--- src/rtl/shift_sequencer.sv ---
// shift_sequencer: multi-cycle controller around the combinational shifter
// stage. An accepted request is broken into single-bit shifts, one per step,
// with each shifter result fed back into the accumulator until the requested
// amount has been applied. TICK_DIV slows the steps so they can be watched.

module shift_sequencer #(
   parameter int TICK_DIV = 1
) (
   input  logic              clk,
   input  logic              rst,
   input  logic              start,
   input  logic signed [7:0] d_in,
   input  logic        [2:0] sel,
   input  logic        [2:0] shift_count,
   output logic signed [7:0] stage_din,
   output logic        [2:0] stage_sel,
   output logic        [2:0] stage_count,
   input  logic signed [7:0] stage_dout,
   output logic signed [7:0] d_out,
   output logic              busy,
   output logic              done,
   output logic        [2:0] steps_left
);

   localparam logic [1:0] S_IDLE = 2'd0;
   localparam logic [1:0] S_RUN  = 2'd1;
   localparam logic [1:0] S_DONE = 2'd2;

   // The tick counter only has to reach TICK_DIV-1; keep it at least one bit wide
   localparam int TICK_W = (TICK_DIV > 1) ? $clog2(TICK_DIV) : 1;
   localparam logic [TICK_W-1:0] TICK_LAST = TICK_W'(TICK_DIV - 1);

   logic        [1:0]        state;
   logic signed [7:0]        acc;
   logic        [2:0]        op_r;
   logic        [TICK_W-1:0] tick;
   logic                     no_shift;

   // Type 000 (none) and 111 (reserved) never move the operand, so they finish at once
   assign no_shift = (sel == 3'b000) || (sel == 3'b111) || (shift_count == 3'd0);

   // The shifter always sees the accumulator and latched type; it shifts by one only in RUN
   assign stage_din   = acc;
   assign stage_sel   = op_r;
   assign stage_count = (state == S_RUN) ? 3'd1 : 3'd0;
   assign busy        = (state != S_IDLE);
   assign done        = (state == S_DONE);

   // Sequencer: accept a request, step the shifter every TICK_DIV cycles, then pulse done
   always_ff @(posedge clk or posedge rst) begin
      if (rst) begin
         state      <= S_IDLE;
         acc        <= '0;
         op_r       <= '0;
         tick       <= '0;
         steps_left <= '0;
         d_out      <= '0;
      end else begin
         case (state)
            S_IDLE: begin
               if (start) begin
                  acc  <= d_in;
                  op_r <= sel;
                  tick <= '0;
                  if (no_shift) begin
                     steps_left <= 3'd0;
                     d_out      <= d_in;
                     state      <= S_DONE;
                  end else begin
                     steps_left <= shift_count;
                     state      <= S_RUN;
                  end
               end
            end
            S_RUN: begin
               if (tick == TICK_LAST) begin
                  tick       <= '0;
                  acc        <= stage_dout;
                  steps_left <= steps_left - 3'd1;
                  if (steps_left == 3'd1) begin
                     d_out <= stage_dout;
                     state <= S_DONE;
                  end
               end else begin
                  tick <= tick + 1'b1;
               end
            end
            S_DONE: begin
               state <= S_IDLE;
            end
            default: begin
               state <= S_IDLE;
            end
         endcase
      end
   end

endmodule

--- config.mk ---
export PLATFORM = sky130hd
export DESIGN_NAME = shift_sequencer
export DESIGN_NICKNAME = d
export VERILOG_FILES = /design/src/rtl/shift_sequencer.sv
export SDC_FILE = /design/constraint.sdc
export NUM_CORES = 1
export LEC_CHECK = 0
export BUFFER_PORTS_ARGS = -buffer_cell sky130_fd_sc_hd__buf_4
export CAP_MARGIN = 25
export CORE_ASPECT_RATIO = 1.1
export CORE_MARGIN = 8
export CORE_UTILIZATION = 46
export CTS_CLUSTER_SIZE = 24
export DETAILED_ROUTE_END_ITERATION = 8
export PLACE_DENSITY = 0.82
export SLEW_MARGIN = 20
export SYNTH_ARGS = -nofsm -noshare
export SYNTH_HDL_FRONTEND = slang
export SYNTH_SLANG_ARGS = --single-unit
--- constraint.sdc ---
create_clock -name clk -period 2.3 [get_ports clk]
set_clock_uncertainty 0.05 [all_clocks]
set_input_delay 0.23 -clock clk [delete_from_list [all_inputs] [get_ports clk]]
set_output_delay 0.23 -clock clk [all_outputs]
set_load 0.01 [all_outputs]
### Word-level counts from Yosys, hierarchy flattened

Cells that the tools add are included.

* equal/unequal tests: 8
* reduce and logical (&&, ||, !) cells: 12
* $lt $le $gt $ge: 0
* multiply operators: 0
* bitwise logic cells: 0
* muxes and demuxes: 21
* divide/modulo/power cells: 0
* shift-type cells: 0
* add/subtract/negate cells: 2

Operators by type and width (count)
* 2-to-1 mux 8 bit: 6
* case mux 8 bit (2 select lines): 2
* 2-to-1 mux 3 bit: 3
* 2-to-1 mux 2 bit: 4
* logical NOT 3 bit: 2
* != test 2 bit (second input constant): 3
* case mux 3 bit (2 select lines): 1
* AND reduction 3 bit: 2
* AND reduction 5 bit: 1
* case mux 2 bit (2 select lines): 1
* AND reduction 2 bit: 2
* nonzero test 2 bit: 2
* equality test 3 x 1 -> 1 bit (second input constant): 1
* equality test 3 bit (second input constant): 1
* 2-to-1 mux 1 bit: 3
* subtractor 3 x 1 -> 3 bit (second input constant): 1
* equality test 2 x 1 -> 1 bit (second input constant): 1
* equality test 2 bit (second input constant): 1
* logical NOT 2 bit: 1
* logical OR 1 bit: 2
* != test 2 x 1 -> 1 bit (second input constant): 1
* case mux 1 bit (2 select lines): 1
* adder 1 bit (second input constant): 1

* bits in writable memories: 0
* input port bits: 25
* output and inout bits: 27
* memories kept: 0
* ROM bits: 0
* bits in registers: 25
* word-level logic and storage cells: 49
* latch bits: 0

### Logic depth before layout (Yosys ltp)

Gate-level depths: netlist of the first run.

* depth in word-level cells: 6
* mapped depth: 6
* depth with buffers taken out: 5

### Least setup slack after synthesis of the first run

OpenSTA, ideal clock, no wires.

* path type: register to register
* start: register state[0]
* end: register d_out[4]
* setup slack: 583 ps
* data required time: 2125 ps
* stages on the path, launching flop included: 7
* clock period less this slack: 1717 ps
* setup time: 125 ps
* buffers on the path: 2
* arrival time: 1542 ps
* cells stage by stage: dfrtp_1 -> buf_6 -> nor3b_4 -> a31oi_4 -> or2_1 -> buf_6 -> mux2_4

* word-level cells in the longest chain between the ends: 3
* elaborated cells on any way between the ends: 9
* those cells by class: 5 x eq/ne; 1 x mux; 3 x reduce/logical

RTL lines
* from (decl): line 33 `logic [1:0] state;`
* from (signal assigned): line 52 `state <= S_IDLE;`
* from (signal assigned): line 68 `state <= S_DONE;`
* from (signal assigned): line 71 `state <= S_RUN;`
* equality test 2 x 1 -> 1 bit / logical NOT 2 bit (equally long branches): line 59 `case (state)`
* != test 2 x 1 -> 1 bit (no line), or another cell as far along
* AND reduction 5 bit (no line)
* to (signal assigned): line 67 `d_out <= d_in;`
* to (signal assigned): line 81 `d_out <= stage_dout;`
* to (decl): line 19 `output logic signed [7:0] d_out,`

Several ways; a longest one is shown, not always the timed one.
A chain may end at the register's enable or synchronous reset.

### Worst setup path after layout of the first run

* start: register state[1]
* end: register d_out[5]

The elaborated chain is that of the path after synthesis.

==> results.md, run 1 <==
- Hold Fails Final Rpt: 0
- Cell family with most CP delay: simple AND/OR/NAND/NOR gates
- Fin area: 0.00159 mm²
- Antenna Nets Post-Route: 0
- Cts repair resizes: 0
- Starting density of the core: 0.475
- IO Pins: 52
- DR WL/cell: 16.3 µm
- H-Tree Depth: 1
- Slowest CP cell: dfrtp_1
- Worst Hold Slack: 0.0575 ns
- Top FF cell, synth: dfrtp_1
- Number of global-route vias before repair: 971
- Count of final max-slew check failures: 0
- Die area: between 0.004 and 0.005 mm²
- Power share of the combinational group: 0.550
- CP required: 2.45 ns
- P_sw: roughly 830 µW
- # diodes: 0
- Worst-path fanout max: 9
- Max incr delay on CP: 0.46 ns
- Fin crit period: 1.93 ns
- Sequential cell area fraction in the yosys report: 0.517
- Max Root-Sink Buffers: 2
- M2 GR Usage: 0.256
- Post-synth ARST share: 1.00
- CTS tree: built
- Sequential group share of total power: 0.354
- Die height: 68.7 µm
- Mapped Cells: 101
- Detailed-route via count: 945
- CTS buffer count: 3
- Setup TNS Final: 0 ns
- Worst Setup End Kind: register
- Core Area: between 0.002 and 0.0025 mm²
- F_max: a little over 0.5 GHz
- Multi-input gate area: 497 µm²
- I/O Buffers: 49
- Initial antenna violation count: 0
- GRT Residual Overflow: 0
- Yosys reg bits: 24
- P_leak: around 0.79 nW
- Post-DP Area: 0.00155 mm²
- Synth top area share: 0.517
- Net count, final: 180
- FF+latch area: ~600 µm²
- Post-DP HPWL: 2430 µm
- Insertion delay to the later sink of the worst-skew pair: ~0.31 ns
- CTS Hold Buffers Added: 0
- DRC violations left: 0
- Vias per cell: 5.16
- Clk pwr share: 0.097
- CP cell instances: and2b_1 > a31oi_4 > or2_1 > mux2_4
- Routing usage on met1: 0.132
- PwrDens: 1390 mW/mm²
- Ys Warns: 0
- Crit Path Class: register to register
- First-pass GRT wire length: between 4000 and 5000 µm
- Syn-to-layout area delta: 36.4%
- # clock sinks: 24
- Post-Syn Area: about 0.0012 mm²
- Worst-Margin Slew: 0.911 ns
- Share of layout cells above drive strength 1: 0.474
- Met3 Track Usage GR: 0.0420
- Leading area contributor after synthesis: dfrtp_1
- Largest net degree at the start of global routing: 25
- Fin crit share: 0.840
- Total GRT Usage: 0.133
- # Post-CTS Setup Buffers: 0
- WL final: between 2000 and 3000 µm
- RSZ-0062 raised after global routing: no
- EDFF count, synth: 0
- CP Launch Type: register
- Initial detailed-routing violation count: 23
- Synthesized area per cell: ~12 µm²
- Crit path arrival time: 2.08 ns
- Status: finished clean
- Final setup vio count: 0
- # rows: 19
- Net Sw Frac: 0.379
- Top Usage Layer GRT: met2
- Peak supply drop: 0.872 mV
- Internal power: about 1.4 mW
- Netlist cell types: 29
- 1st-pass router iterations: 4
- Hold WC Path Type: input port to async pin
- Max-cap violation count: 0
- Relative slew slack: 0.392
- Crit path buf inv count: 0
- Die W: roughly 64 µm
- Reg clk slew, reported paths: 0.12 ns
- Fill cells: 199
- Synth top area cells: dfrtp_1 (52%), o21ai_0 (7.8%), mux2_2 (7.8%)
- Gpl congestion: between 0.8 and 0.9
- Root buf cell: clkbuf_4
metrics by stage:
| stage | utilization | setup WS [ns] | cells | power, mW |
|---|---|---|---|---|
| global route | 0.647 | 0.289 | 183 | 2.36 |
| detailed placement | 0.633 | 0.384 | 179 | 2.01 |
| global placement | 0.633 | 0.434 | 179 | 1.96 |
| CTS | 0.647 | 0.375 | 183 | 2.22 |
| finish | 0.647 | 0.368 | 183 | 2.20 |
| floorplan | - | 0.583 | 102 | 1.48 |
final timing paths:
check / cells after the start / end / startpoint / slack, ns
setup / recovery: 4 / d_out[5] / state[1] / 0.37
hold / removal: 2 / d_out[2] / rst / 0.06
setup reg to reg: 4 / d_out[5] / state[1] / 0.37
hold reg to reg: 2 / stage_din[2] / stage_din[2] / 0.45
max in group asynchronous: 2 / stage_din[6] / rst / 1.58
min in group clk: 2 / stage_sel[0] / sel[0] / 0.11
cells in the final DEF (no fill, tap or decap), types with 2 or more instances in the layout:
cell type and n:
nor3_1 2, mux2_2 8, inv_1 6, a31o_2 2, nor2_1 2, clkbuf_4 3, ha_1 2, mux2i_1 6
dfrtp_1 24, o21ai_0 18, mux2_4 2, conb_1 2, buf_4 52, nand2_1 8, and3_1 2
state kept, by name (all words and copies together) (netlist names):
register    cells
stage_din       8
steps_left      3
stage_sel       3
state           2
d_out           8
layout make-up:
| type | instances | share of cell area |
|---|---|---|
| Sequential cell | 24 | 0.379 |
| Timing Repair Buffer | 52 | 0.246 |
| Inverter | 6 | 0.0142 |
| Tap cell | 31 | 0.0245 |
| Multi-Input combinational cell | 66 | 0.313 |
| Clock buffer | 4 | 0.0229 |
routing by layer:
metal | vias up | routed length (µm)
met4 | 0 | 46
met2 | 31 | 1610
met5 | - | 0
met1 | 457 | 1130
li1 | 452 | -
met3 | 5 | 194
synthesized netlist by cell type (all sizes together), types with 2 or more instances:
cell   number
inv         6
mux2       10
or2         2
buf         5
and3        2
o21ai      18
nor2        2
nor3        2
ha          2
nand2       8
a31o        2
mux2i       6
dfrtp      24
logic make-up after synthesis:
logic type	after synthesis	synth area share
AOI/OAI and AO/OA	26	0.143
muxes	16	0.155
other	1	0.00323
adders and majority gates	2	0.0215
DFF	24	0.517
and+or+nand+nor	20	0.101
buffers and inverters	12	0.0592
power by group through the flow:
stage | registers (mW) | logic, mW | clock network (mW)
5_1_grt | 0.800 | 1.32 | 0.240
3_5_place_dp | 0.788 | 1.22 | 0
6_report | 0.777 | 1.21 | 0.212
4_1_cts | 0.779 | 1.23 | 0.220
3_3_place_gp | 0.783 | 1.18 | 0
2_1_floorplan | 0.846 | 0.634 | 0
No activity file was read; power rests on OpenSTA's default activity.
==> run 2, diff against run 1 <==
Settings changed: ABC_AREA from default to 1.
Clock period 2.3 ns to 1.9 ns, I/O delays scaled along.
==> results.md, run 2 <==
- Count of final max-slew check failures: 0
- Status: complete, but fails checks
- Synth top area cells: dfrtp_1 (49%), nand2_1 (25%), nand3_1 (4.5%)
- Setup TNS Final: 0 ns
- Most frequent cells in the layout: nand2_1 (82), buf_4 (50), dfrtp_1 (24)
- CTS buffer count: 3
- P_leak: 0.963 nW
- Max incr delay on CP: 0.43 ns
- Fin area: 0.00165 mm²
- Max-cap violation count: 0
- Sequential group share of total power: 0.320
- EDFF count, synth: 0
- Worst Setup End Kind: output port
- Netlist cell types: 20
- # clock sinks: 24
- PwrDens: about 1700 mW/mm²
- Slowest CP cell: dfrtp_1
- Antenna Nets Post-Route: 0
- WL final: 3410 µm
- Syn-to-layout area delta: 34.9%
- Clk pwr share: 0.132
- # placed instances: 231
- Fill cells: 223
- Fin crit share: 0.901
- CP Launch Type: register
- Initial detailed-routing violation count: 69
- Post-synth ARST share: 1.00
- Most frequent cell after synthesis: nand2_1
- Largest net degree at the start of global routing: 25
- Reg-to-reg slack, setup: 0.43 ns
- Reg clk slew, reported paths: 0.14 ns
- Post-DP HPWL: 2730 µm
- # rows: 19
- Net Sw Frac: 0.430
- Peak supply drop: ~1.0 mV
- H-Tree Depth: 1
- Number of global-route vias before repair: 1237
- Fin crit period: 1.71 ns
- P_sw: 1.22 mW
- Synthesized area per cell: 7.92 µm²
- Post-Syn Area: 0.00122 mm²
- Worst-Margin Slew: 0.883 ns
- Cts repair resizes: 0
- Total GRT Usage: 0.151
- Starting density of the core: 0.484
- Detailed-route via count: 1186
- CP required: 1.66 ns
- First-pass GRT wire length: 5550 µm
- Relative slew slack: 0.410
- CTS tree: built
- Mapped Cells: 154
- Core Area: 0.00252 mm²
- Most common cell after layout, fill and taps aside: nand2_1
- 1st-pass router iterations: 4
- Failing checks: hold timing
- Gpl congestion: 0.806
- Leading area contributor after synthesis: dfrtp_1
- Crit Reg-Reg Endpoint: d_out[1]
- Root buf cell: clkbuf_4
- Worst-path fanout max: 12
- Die area: 0.00456 mm²
- Synth top area share: 0.492
- CP cell instances: inv_1 > nor2_2 > buf_4
- R2r worst-path depth: 6
- # diodes: 0
- Ys Warns: 0
- Worst Hold Slack: -0.0112 ns
- Net count, final: between 200 and 250
- Crit path arrival time: roughly 1.5 ns
- Reg2Reg Launch Point: state[1]
- Insertion delay to the later sink of the worst-skew pair: approximately 0.32 ns
- Yosys reg bits: 24
- DP Worst Slack: 0.455 ns
- Max Root-Sink Buffers: 2
- Die W: 65.1 µm
- Crit path from: state[0]
- Final setup vio count: 0
- F_max: 0.584 GHz
- Crit Path Class: register to output port
- IO Pins: 52
- # Post-CTS Setup Buffers: 0
- Internal power: 1.61 mW
- GRT Residual Overflow: 0
- Initial antenna violation count: 0
- Hold WC Path Type: input port to async pin
- Die height: approximately 70 µm
- Top FF cell, synth: dfrtp_1
- Hold Fails Final Rpt: 19
- DRC violations left: 0
- Power share of the combinational group: 0.548
- Sequential cell area fraction in the yosys report: 0.492
- DR WL/cell: 14.5 µm
- Fin cells: between 200 and 250
- Post-DP Area: 0.00159 mm²
- CTS Hold Buffers Added: 0
- Vias per cell: 5.05
- Share of layout cells above drive strength 1: 0.319
- Top post-synthesis cells by count: nand2_1 (82), dfrtp_1 (24), nand3_1 (11)
- Util after Layout: 0.653
- RSZ-0062 raised after global routing: no
- Critical Path Sink: stage_count[0]
- Min setup slack post-route: 0.189 ns
- I/O Buffers: 49
run 2: cell count changes in the layout (fill, tap and decap cells not counted), sizes merged, moves of 2 or more:
| cell | before | now |
|---|---|---|
| inv | 6 | 12 |
| o211ai | 0 | 2 |
| o21ai | 18 | 5 |
| a31o | 2 | 0 |
| nand2 | 8 | 85 |
| mux2i | 6 | 0 |
| mux2 | 10 | 0 |
| and3 | 2 | 0 |
| nand3 | 0 | 12 |
| nor3 | 2 | 0 |
| nor2 | 2 | 4 |
| buf | 52 | 50 |
run 2: critical path: cells and delay by family, from the launching register on:
kind	cells	cell delay (ns)
DFF	1	0.43
and+or+nand+nor	1	0.40
buffers and inverters	2	0.32
run 2: cell families after synthesis:
kind of cell    Yosys count  synth area share
simple gates            102             0.356
other cells               1           0.00307
fa+ha+maj                 2            0.0205
compound gates            8            0.0544
flops                    24             0.492
buf+inv                  17            0.0738
run 2: worst min path at each step:
stage	cells past startpoint	start	to
final	2	rst	d_out[6]
after global routing	3	sel[0]	stage_sel[0]
after CTS	2	rst	d_out[6]
after detailed placement	3	sel[0]	stage_sel[0]
after global placement	3	sel[0]	stage_sel[0]
after floorplan	1	rst	d_out[0]
run 2: per-layer routing:
metal,track usage,vias to the layer above,part of all wire
met4,0.0777,0,0.025
met2,0.280,51,0.55
met5,0,-,0
met3,0.0159,9,0.043
li1,-,571,-
met1,0.160,555,0.38
run 2: per-stage QoR:
step	power [mW]	hold slack, ns
after floorplan	1.87	0.155
after global placement	2.42	0.361
after detailed placement	2.48	0.372
after CTS	2.86	0.0253
after global routing	3.06	0.0186
final	2.83	-0.0112
run 2: area by class of cell:
type                    instances  area [µm²]  area share
inverters                      12        45.0      0.0274
flip-flops and latches         24         601       0.365
repair buffers                 50         375       0.228
clock inverters                 1        30.0      0.0183
multi-input cells             114         533       0.324
clock buffers                   3        22.5      0.0137
well taps                      31        38.8      0.0236
run 2: power by group through the flow:
stage	combinational [mW]	clock [mW]	sequential, mW
finish	1.55	0.375	0.907
global route	1.72	0.402	0.938
CTS	1.57	0.383	0.909
detailed placement	1.56	0	0.918
global placement	1.51	0	0.909
floorplan	0.870	0	1.00
